File: src/rtl/can_bit_tx_pkg.sv
// Shared CAN transmit-side types: bit engine states, default stuff length, offered-bit bundle.
package can_bit_tx_pkg;

  localparam int CAN_STUFF_LEN = 5;

  typedef enum logic [1:0] {
    IDLE   = 2'd0,
    ACTIVE = 2'd1,
    FLUSH  = 2'd2
  } type_can_tx_state_e;

  typedef struct packed {
    logic data;
    logic last;
    logic stuff_en;
    logic nocheck;
  } type_can_txbit_s;

endpackage

File: src/rtl/can_stuff_cnt.sv
// Run-length tracker for bit stuffing: counts identical transmitted bits and flags a pending stuff bit.
// Updates one clk after a load strobe; stuff_pending is combinational from the registered state.
module can_stuff_cnt
  import can_bit_tx_pkg::*;
#(
  parameter int STUFF_LEN = CAN_STUFF_LEN
) (
  input  logic clk,
  input  logic rst,
  input  logic clr,
  input  logic stuff_load,
  input  logic bit_load,
  input  logic bit_data,
  input  logic bit_stuff_en,
  output logic last_bit,
  output logic stuff_pending
);

  localparam logic [2:0] STUFF_MAX = 3'(STUFF_LEN);

  logic [2:0] same_cnt;
  logic       stuff_armed;

  always_ff @(posedge clk) begin
    if (rst || clr) begin
      same_cnt    <= 3'd0;
      last_bit    <= 1'b1;
      stuff_armed <= 1'b0;
    end else if (stuff_load) begin
      same_cnt    <= 3'd1;
      last_bit    <= ~last_bit;
      stuff_armed <= 1'b0;
    end else if (bit_load) begin
      if (bit_data == last_bit) begin
        same_cnt <= (same_cnt == STUFF_MAX) ? STUFF_MAX : same_cnt + 3'd1;
      end else begin
        same_cnt <= 3'd1;
      end
      last_bit    <= bit_data;
      // Armed from the bit just sent, so a stuff bit owed after the last stuffed bit still goes out.
      stuff_armed <= bit_stuff_en;
    end
  end

  assign stuff_pending = stuff_armed & (same_cnt == STUFF_MAX);

endmodule

File: src/rtl/can_bit_tx.sv
// CAN transmit bit engine: drives tx_o per tx_point, inserts stuff bits, checks the line at sample_point.
// tx_o and status update 1 clk after tx_point; bits are pulled only when bit_ready_o is high.
// CAN_TX_ARB_LOSS_EN adds arb_field_i/arb_lost_o so losing arbitration is not reported as a bit error.
module can_bit_tx
  import can_bit_tx_pkg::*;
#(
  parameter int STUFF_LEN = CAN_STUFF_LEN
) (
  input  logic clk,
  input  logic rst,
  input  logic tx_point_i,
  input  logic sample_point_i,
  input  logic sampled_bit_i,
  input  logic frame_start_i,
  input  logic abort_i,
  input  logic bit_valid_i,
  input  logic bit_data_i,
  input  logic bit_last_i,
  input  logic bit_stuff_en_i,
  input  logic bit_nocheck_i,
`ifdef CAN_TX_ARB_LOSS_EN
  input  logic arb_field_i,
  output logic arb_lost_o,
`endif
  output logic bit_ready_o,
  output logic tx_o,
  output logic stuff_bit_o,
  output logic bit_err_o,
  output logic underrun_o,
  output logic busy_o
);

  type_can_tx_state_e state_q, state_d;
  type_can_txbit_s    obit;

  logic tx_q, tx_d;
  logic stuff_q, stuff_d;
  logic check_q, check_d;
  logic err_q, err_d;
  logic underrun_q, underrun_d;
  logic cnt_clr, stuff_load, bit_load;
  logic last_bit, stuff_pending;
  logic sample_chk, mismatch, arb_loss;

  assign obit = '{data: bit_data_i, last: bit_last_i, stuff_en: bit_stuff_en_i, nocheck: bit_nocheck_i};

  assign bit_ready_o = tx_point_i & (state_q == ACTIVE) & ~stuff_pending & ~abort_i;

  // Compared against the registered line value, i.e. the pre-update value on a coincident tx_point.
  assign sample_chk = sample_point_i & check_q & (state_q != IDLE);
  assign mismatch   = sample_chk & (sampled_bit_i != tx_q);

`ifdef CAN_TX_ARB_LOSS_EN
  logic arb_q;

  assign arb_loss = mismatch & tx_q & ~sampled_bit_i & arb_field_i;

  always_ff @(posedge clk) begin
    if (rst) arb_q <= 1'b0;
    else     arb_q <= arb_loss & ~abort_i;
  end

  assign arb_lost_o = arb_q;
`else
  assign arb_loss = 1'b0;
`endif

  can_stuff_cnt #(.STUFF_LEN(STUFF_LEN)) u_stuff_cnt (
    .clk           (clk),
    .rst           (rst),
    .clr           (cnt_clr),
    .stuff_load    (stuff_load),
    .bit_load      (bit_load),
    .bit_data      (obit.data),
    .bit_stuff_en  (obit.stuff_en),
    .last_bit      (last_bit),
    .stuff_pending (stuff_pending)
  );

  always_ff @(posedge clk) begin
    if (rst) begin
      state_q    <= IDLE;
      tx_q       <= 1'b1;
      stuff_q    <= 1'b0;
      check_q    <= 1'b0;
      err_q      <= 1'b0;
      underrun_q <= 1'b0;
    end else begin
      state_q    <= state_d;
      tx_q       <= tx_d;
      stuff_q    <= stuff_d;
      check_q    <= check_d;
      err_q      <= err_d;
      underrun_q <= underrun_d;
    end
  end

  always_comb begin
    state_d    = state_q;
    tx_d       = tx_q;
    stuff_d    = stuff_q;
    check_d    = check_q;
    err_d      = 1'b0;
    underrun_d = 1'b0;
    cnt_clr    = 1'b0;
    stuff_load = 1'b0;
    bit_load   = 1'b0;

    if (sample_chk) begin
      check_d = 1'b0;
      err_d   = mismatch & ~arb_loss;
    end

    if (abort_i) begin
      state_d = IDLE;
      tx_d    = 1'b1;
      stuff_d = 1'b0;
      check_d = 1'b0;
      err_d   = 1'b0;
      cnt_clr = 1'b1;
    end else if (arb_loss) begin
      state_d = IDLE;
      tx_d    = 1'b1;
      stuff_d = 1'b0;
      check_d = 1'b0;
      cnt_clr = 1'b1;
    end else begin
      unique case (state_q)
        IDLE: begin
          if (frame_start_i) begin
            state_d = ACTIVE;
            cnt_clr = 1'b1;
          end
        end
        ACTIVE, FLUSH: begin
          if (tx_point_i) begin
            if (stuff_pending) begin
              tx_d       = ~last_bit;
              stuff_d    = 1'b1;
              check_d    = 1'b1;
              stuff_load = 1'b1;
            end else if (state_q == ACTIVE && bit_valid_i) begin
              tx_d     = obit.data;
              stuff_d  = 1'b0;
              check_d  = ~obit.nocheck;
              bit_load = 1'b1;
              if (obit.last) state_d = FLUSH;
            end else begin
              // Underrun in ACTIVE, or the end of the final bit time in FLUSH.
              underrun_d = (state_q == ACTIVE);
              tx_d       = 1'b1;
              stuff_d    = 1'b0;
              check_d    = 1'b0;
              state_d    = IDLE;
            end
          end
        end
        default: begin
          state_d = IDLE;
          tx_d    = 1'b1;
          stuff_d = 1'b0;
          check_d = 1'b0;
        end
      endcase
    end
  end

  assign tx_o        = tx_q;
  assign stuff_bit_o = stuff_q;
  assign bit_err_o   = err_q;
  assign underrun_o  = underrun_q;
  assign busy_o      = (state_q != IDLE);

endmodule

File: config.mk
export PLATFORM = sky130hd
export DESIGN_NAME = can_bit_tx
export DESIGN_NICKNAME = d
export VERILOG_FILES = /design/src/rtl/can_bit_tx_pkg.sv /design/src/rtl/can_stuff_cnt.sv /design/src/rtl/can_bit_tx.sv
export SDC_FILE = /design/constraint.sdc
export NUM_CORES = 1
export LEC_CHECK = 0
export CORE_MARGIN = 8
export CORE_UTILIZATION = 30
export CTS_BUF_LIST = sky130_fd_sc_hd__clkbuf_16
export DETAILED_ROUTE_END_ITERATION = 8
export HOLD_SLACK_MARGIN = 0.12
export PLACE_DENSITY = 0.62
export SLEW_MARGIN = 20
export SYNTH_ARGS = -nofsm -noshare
export SYNTH_HDL_FRONTEND = slang
export SYNTH_SLANG_ARGS = --single-unit
File: constraint.sdc
create_clock -name clk -period 2.95 [get_ports clk]
set_input_delay 0.4425 -clock clk [delete_from_list [all_inputs] [get_ports clk]]
set_output_delay 0.4425 -clock clk [all_outputs]
set_load 0.005 [all_outputs]
==> impl_metrics.tcl, run 1 <==
set metrics [dict create \
    cts_tree "done" \
    finalHoldViolations 0 \
    die-width_um 64.0 \
    grt_setup_unrepaired "false" \
    path_class "primary input to output port" \
    cts_setup_buffers 0 \
    dpl.hpwl_um 1360 \
    antenna_found_initial 0 \
    wl_um 1700 \
    dieArea_um2 4100 \
    synth_seq_area_share 0.347 \
    finalSetupViolCount 0 \
    worstMarginPinSlew_ps 350 \
    crit_chain "clkdlybuf4s50_1 -> nand2b_1 -> nor2_1 -> clkdlybuf4s50_1" \
    cp_data_required_time_ps 2510 \
    portBuffers 17 \
    netlist_instances 84 \
    ys_ff_latch 12 \
    synth_top_cell_by_area "dfxtp_1" \
    netlist_area_um2 692 \
    stdcell_count 131 \
    worstSetupEndpointType "output port" \
    num-fill-cells 229 \
    hp-class "register to register" \
    drv_cap 0 \
    postSynthAreaPerCell_um2 8.24 \
    diodes 0 \
    cp_num_buf_inv 2 \
    clock-sinks 12 \
    fmax_mhz 440 \
    mostFrequentLayoutCell "clkdlybuf4s50_1" \
    synth.top_cell.area_share 0.347 \
    outcome "finished, final reports clean" \
    grt_pass1_wl_um 2840 \
    vias_per_cell 5.08 \
    cts.repair.resized 0 \
    cts.clk_slew.worst_paths_ps 40 \
    drc 0 \
    ios 18 \
    crit_top_cell "clkdlybuf4s50_1" \
    dp_cells 127 \
    ys_warn_count 0 \
    cp.arrival_ps 1830 \
    synthesis.nets 100 \
    cp_slowest_cell "clkdlybuf4s50_1" \
    post_synth_num_cell_types 31 \
    cpLargestDelayFamily "buffers and inverters" \
    crit_path_max_incr_delay_ps 560 \
    drive_above_1_share 0.0777 \
    finClkSkew_ps 0.563 \
    final_nets 120 \
    cts_buffer_depth 2 \
    drtIter0Drc 14 \
    power.leakage_nw 0.330 \
    htreeDepth 1 \
    yosys-top-cells-area "dfxtp_1 35%, ha_1 7.2%, o21ai_0 5.1%, nor2_1 4.9%, nand2_1 3.8%" \
    core_um2 2190 \
    vias 665 \
    holdBufCountCts 0 \
    slew_headroom 0.765 \
    grt_pass1_vias 634 \
    drt_pass1_iterations 4 \
    rows 17 \
    powerDensity_nw_per_um2 482 \
    root_buffer "clkbuf_16" \
    grt_max_degree 9 \
    overflow 0 \
    grt_usage 0.0869 \
    gp_congestion 0.808 \
    cts_buffers 3 \
    slew_viol_final 0 \
    fp.dieH_um 64.0 \
    start_util 0.316 \
    finalCriticalPeriod_ps 2270 \
    clock_latency_ps 240 \
    areaGrowthSynthToFinish_pct 39.8 \
    max-vdd-ir-drop_v 0.000320 \
    cp-start-kind "primary input" \
    wire_per_inst_um 13.0 \
    setup-tns-final_ps 0 \
    min_period_over_period 0.771 \
    crit_fanout 6 \
    drtAntennaViolNets 0 \
    layout_common_cells "17 x clkdlybuf4s50_1, 12 x dfxtp_1, 9 x nor2_1, 7 x nand2_1, 7 x o21ai_0" \
]
## synth_stat cells
cell / instances
dfxtp_1: 12
nor4_1: 1
nor2_1: 9
nand4b_1: 2
buf_2: 1
or2_2: 2
a211oi_1: 1
nand2b_1: 2
a311oi_1: 2
nand2_1: 7
and4b_1: 1
ha_1: 4
nor3_2: 1
a31oi_1: 2
mux2i_1: 2
xor2_1: 1
xnor2_1: 1
or4_1: 1
nor3_1: 4
nand3_4: 1
o21ai_0: 7
clkbuf_1: 1
nor2b_1: 1
a21oi_1: 5
a211o_1: 1
inv_1: 4
o32ai_1: 1
o22ai_1: 1
a21boi_2: 1
nand3_1: 4
or2b_1: 1
## sequential cells by signal, indices dropped and copies added, names as in the netlist
name,count
u_stuff_cnt.same_cnt,3
state_q,2
bit_err_o,1
check_q,1
stuff_bit_o,1
tx_o,1
u_stuff_cnt.last_bit,1
u_stuff_cnt.stuff_armed,1
underrun_o,1
## stage by stage
| step | setup WS [ps] | instance area (um^2) | hold WS (ps) | utilization | total power [W] |
|---|---|---|---|---|---|
| finish | 675 | 967 | 458 | 0.441 | 0.000466 |
| global route | 628 | 967 | 492 | 0.441 | 0.000488 |
| CTS | 677 | 967 | 456 | 0.441 | 0.000474 |
| detailed placement | 693 | 888 | 451 | 0.405 | 0.000218 |
| global placement | 715 | 888 | 454 | 0.405 | 0.000218 |
| floorplan | 1250 | 692 | 423 | - | 0.000192 |
## area by class of cell
type                    instances  area (um^2)  share of cell area
well taps                      28         35.0              0.0362
multi-input cells              66          428               0.442
inverters                       4         15.0              0.0155
clock buffers                   3         75.1              0.0776
clock inverters                 1         3.75             0.00388
flip-flops and latches         12          240               0.248
repair buffers                 17          170               0.176
## layer usage
layer / global-route usage / vias up / part of all wire
met5: 0 / - / 0
met4: 0.0669 / 0 / 0.032
li1: - / 341 / -
met3: 0.0139 / 5 / 0.041
met1: 0.103 / 305 / 0.46
met2: 0.137 / 14 / 0.47
## power by group
| part | leakage [nW] | total (W) | internal (W) | switching (W) |
|---|---|---|---|---|
| clock network | 0.0385 | 0.000251 | 0.000179 | 0.0000723 |
| logic | 0.195 | 0.0000493 | 0.0000259 | 0.0000233 |
| registers | 0.0969 | 0.000166 | 0.000164 | 0.00000145 |
| total | 0.330 | 0.000466 | 0.000369 | 0.0000971 |
## final timing paths
kind / startpoint / endpoint / slack (ps) / cells past startpoint
worst max-delay path: tx_point_i / bit_ready_o / 680 / 4
worst min register to register: check_q / bit_err_o / 460 / 2
worst min-delay path: check_q / bit_err_o / 460 / 2
worst max register to register: state_q[0] / state_q[1] / 1070 / 6
## logic make-up after synthesis
group                    after synthesis  share of synthesized area
adder cells (fa/ha/maj)                4                     0.0723
multiplexers                           2                     0.0289
AO/OA/AOI/OAI                         21                      0.192
buffers and inverters                  6                     0.0343
AND/OR/NAND/NOR                       37                      0.300
XOR/XNOR                               2                     0.0253
flip-flops                            12                      0.347
## worst reg2reg max path, delay by kind of cell, from the launching register on
family | cells | cell delay [ps]
buf+inv | 1 | 80
simple gates | 2 | 650
fa+ha+maj | 1 | 420
compound gates | 2 | 290
flops | 1 | 370
Note: power is estimated with default switching activity, not from simulation.
==> inputs of run 2 (changes only) <==
==> constraint.sdc (replaced) <==
create_clock -name clk -period 2.1 [get_ports clk]
set_input_delay 0.315 -clock clk [delete_from_list [all_inputs] [get_ports clk]]
set_output_delay 0.315 -clock clk [all_outputs]
set_load 0.005 [all_outputs]
==> impl_metrics.tcl, run 2 (synthesized netlist as in run 1, its figures left out) <==
set metrics [dict create \
    fp.dieH_um 64.0 \
    drtIter0Drc 9 \
    cp-start-kind "register" \
    overflow 0 \
    grt_max_degree 9 \
    clock_latency_ps 240 \
    holdBufCountCts 0 \
    die-width_um 64.0 \
    grt_usage 0.0866 \
    max-vdd-ir-drop_v 0.000271 \
    cts_tree "done" \
    ios 18 \
    antenna_found_initial 0 \
    vias 674 \
    grt_pass1_wl_um 2880 \
    drc 0 \
    largest_register "u_stuff_cnt.same_cnt" \
    wl_um 1660 \
    slew_viol_final 0 \
    grt_setup_unrepaired "false" \
    rows 17 \
    slew_headroom 0.779 \
    grt_pass1_vias 695 \
    dpl.hpwl_um 1320 \
    finalSetupViolCount 0 \
    cts.repair.resized 0 \
    dieArea_um2 4100 \
    hp-class "register to register" \
    final_util 0.448 \
    wire_per_inst_um 12.5 \
    drt_pass1_iterations 4 \
    drive_above_1_share 0.0952 \
    core_um2 2190 \
    htreeDepth 1 \
    largest_reg_flops 3 \
    cts_buffers 3 \
    fmax_mhz 520 \
    finalHoldViolations 0 \
    gp_congestion 0.816 \
    vias_per_cell 5.07 \
    power.leakage_nw 0.340 \
    largestRegisters "u_stuff_cnt.same_cnt x3, state_q x2" \
    finClkSkew_ps 2.65 \
    setup-tns-final_ps 0 \
    worstSetupEndpointType "output port" \
    layout_common_cells "17 x clkdlybuf4s50_1, 12 x dfxtp_1, 9 x nor2_1, 7 x nand2_1, 7 x o21ai_0" \
    drtAntennaViolNets 0 \
    finalCriticalPeriod_ps 1920 \
    portBuffers 17 \
    final_nets 122 \
    cp.arrival_ps 1610 \
    start_util 0.316 \
    areaGrowthSynthToFinish_pct 42.0 \
    cp_data_required_time_ps 1780 \
    cts_buffer_depth 2 \
    cts.clk_slew.worst_paths_ps 40 \
    min_period_over_period 0.915 \
    worstMarginPinSlew_ps 329 \
    powerDensity_nw_per_um2 668 \
    root_buffer "clkbuf_16" \
    mostFrequentLayoutCell "clkdlybuf4s50_1" \
    diodes 0 \
    clock-sinks 12 \
    cts_setup_buffers 0 \
    outcome "finished, final reports clean" \
    path_class "register to output port" \
    crit_fanout 7 \
    drv_cap 0 \
]
[run 2: metal layers]
layer  up-vias  track usage  routed length (um)  share of wire
met4         0       0.0669                  55          0.033
met5         -            0                   0              0
met1       312       0.0943                 746           0.45
li1        348            -                   -              -
met2         9        0.146                 810           0.49
met3         5       0.0157                  47          0.028
[run 2: layout make-up]
class	instances	area (um^2)
repair buffers	19	185
inverters	4	15.0
multi-input cells	66	428
clock inverters	1	3.75
fillers	227	1210
flip-flops and latches	12	240
clock buffers	3	75.1
well taps	28	35.0
[run 2: worst paths after layout]
check / from / depth (start not counted) / slack [ps] / endpoint
worst max register to register: state_q[0] / 6 / 200 / state_q[1]
worst min register to register: check_q / 2 / 460 / bit_err_o
worst min-delay path: check_q / 2 / 460 / bit_err_o
worst max-delay path: u_stuff_cnt.same_cnt[1] / 4 / 180 / bit_ready_o
[run 2: worst max-delay path, stage by stage, from the launching register on]
cell and delay [ps]:
dfxtp_1 400, nand4b_1 240, nand2_1 120, nor2_1 100
clkdlybuf4s50_1 500
[run 2: power by group]
part | internal (W) | switching [W] | total [W]
registers | 0.000231 | 0.00000202 | 0.000233
clock network | 0.000251 | 0.000100 | 0.000351
logic | 0.0000389 | 0.0000336 | 0.0000725
[run 2: stage by stage]
stage / instances / setup WS, ps / hold slack, ps / area, um^2 / total power, W
global route: 133 / 36.6 / 464 / 982 / 0.000680
global placement: 129 / 234 / 447 / 903 / 0.000308
detailed placement: 129 / 217 / 446 / 903 / 0.000309
finish: 133 / 178 / 457 / 982 / 0.000656
floorplan: 84 / 405 / 392 / 692 / 0.000269
CTS: 133 / 168 / 457 / 982 / 0.000661
==> inputs of run 3 (changes only) <==
--- a/config.mk
+++ b/config.mk
@@ -6,12 +6,13 @@
 export NUM_CORES = 1
 export LEC_CHECK = 0
 export CORE_MARGIN = 8
-export CORE_UTILIZATION = 30
+export CORE_UTILIZATION = 25
 export CTS_BUF_LIST = sky130_fd_sc_hd__clkbuf_16
 export DETAILED_ROUTE_END_ITERATION = 8
 export HOLD_SLACK_MARGIN = 0.12
-export PLACE_DENSITY = 0.62
+export PLACE_DENSITY = 0.55
 export SLEW_MARGIN = 20
 export SYNTH_ARGS = -nofsm -noshare
 export SYNTH_HDL_FRONTEND = slang
 export SYNTH_SLANG_ARGS = --single-unit
+export TNS_END_PERCENT = 5
==> impl_metrics.tcl, run 3 (synthesized netlist as in run 1, its figures left out) <==
set metrics [dict create \
    outcome "finished, final reports clean" \
    cp-start-kind "register" \
    min_period_over_period 0.915 \
    worstSetupEndpointType "output port" \
    wl_um 1770 \
    rows 19 \
    cts_buffer_depth 2 \
    grt_usage 0.0782 \
    slew_headroom 0.749 \
    cp_data_required_time_ps 1780 \
    whs_ps 461 \
    ios 18 \
    cp.arrival_ps 1610 \
    grt_max_degree 9 \
    cts_tree "done" \
    wire_per_inst_um 12.8 \
    largest_reg_flops 3 \
    final_nets 124 \
    crit_fanout 3 \
    start_util 0.258 \
    cts_setup_buffers 0 \
    areaGrowthSynthToFinish_pct 44.7 \
    drv_cap 0 \
    vias 671 \
    fp.dieH_um 68.6 \
    gp_congestion 0.772 \
    cts_buffers 3 \
    crit_path_max_incr_delay_ps 520 \
    overflow 0 \
    hp-class "register to register" \
    drive_above_1_share 0.112 \
    power.leakage_nw 0.349 \
    drtAntennaViolNets 0 \
    mostFrequentLayoutCell "clkdlybuf4s50_1" \
    drtIter0Drc 11 \
    portBuffers 17 \
    cts.clk_slew.worst_paths_ps 50 \
    drt_pass1_iterations 4 \
    die-width_um 68.6 \
    finClkSkew_ps 5.13 \
    vias_per_cell 4.86 \
    finalCriticalPeriod_ps 1920 \
    grt_setup_unrepaired "false" \
    core_um2 2690 \
    clock_latency_ps 240 \
    worstMarginPinSlew_ps 374 \
    slew_viol_final 0 \
    crit_chain "inv_1 -> ha_1 -> nand2_1 -> nor2_1 -> clkdlybuf4s50_1" \
    path_class "register to output port" \
    max-vdd-ir-drop_v 0.000286 \
    largestRegisters "u_stuff_cnt.same_cnt x3, state_q x2" \
    clock-sinks 12 \
    setup-tns-final_ps 0 \
    layout_common_cells "17 x clkdlybuf4s50_1, 12 x dfxtp_1, 9 x nor2_1, 7 x nand2_1, 7 x o21ai_0" \
    holdBufCountCts 0 \
    num-fill-cells 291 \
    fmax_mhz 520 \
    dpl.hpwl_um 1360 \
    largest_register "u_stuff_cnt.same_cnt" \
    dieArea_um2 4710 \
    finalSetupViolCount 0 \
    cp_slowest_cell "clkdlybuf4s50_1" \
    antenna_found_initial 0 \
    powerDensity_nw_per_um2 657 \
    root_buffer "clkbuf_16" \
    htreeDepth 1 \
    cts.repair.resized 0 \
    grt_pass1_wl_um 2680 \
    finalHoldViolations 0 \
    grt_pass1_vias 637 \
    drc 0 \
    diodes 0 \
]
-- run 3: cell types whose count changed in the layout (fill, tap and decap cells not counted) --
cell,change
buf_4,+2
-- run 3: critical path: cells and delay by family (launching register included) --
kind                     cells  cell delay [ps]
buffers and inverters        2              620
flip-flops                   1              320
adder cells (fa/ha/maj)      1              240
AND/OR/NAND/NOR              2              180
-- run 3: metrics by stage --
step | cells | power (W) | util | area (um^2) | setup slack (ps)
2_1_floorplan | 84 | 0.000269 | - | 692 | 405
3_3_place_gp | 134 | 0.000310 | 0.343 | 922 | 179
3_5_place_dp | 134 | 0.000311 | 0.343 | 922 | 201
4_1_cts | 138 | 0.000660 | 0.373 | 1000 | 162
5_1_grt | 138 | 0.000678 | 0.373 | 1000 | 99.8
6_report | 138 | 0.000658 | 0.373 | 1000 | 178
-- run 3: area by class of cell --
class	count	area, um^2	area share
sequential	12	240	0.240
clock inverter	1	3.75	0.00375
clock buffer	3	75.1	0.0750
multi-input combinational	66	428	0.427
inverter	4	15.0	0.0150
timing repair buffer	21	200	0.200
tap	31	38.8	0.0388
-- run 3: routing by layer --
metal	global-route usage	routed length, um
met3	0.0307	103
met5	0	0
met2	0.123	803
met1	0.0849	823
met4	0.0537	42
-- run 3: final timing paths --
kind	startpoint	endpoint	slack (ps)	cells after the start
setup / recovery	state_q[1]	bit_ready_o	180	5
hold / removal	check_q	bit_err_o	460	2
setup reg to reg	state_q[0]	state_q[1]	310	6
hold reg to reg	check_q	bit_err_o	460	2
-- run 3: where the power goes --
group / switching [W] / total (W) / leakage, nW / internal (W)
Clock: 0.000101 / 0.000351 / 0.0385 / 0.000251
Sequential: 0.00000216 / 0.000233 / 0.0969 / 0.000231
Combinational: 0.0000334 / 0.0000735 / 0.214 / 0.0000402
Total: 0.000136 / 0.000658 / 0.349 / 0.000522
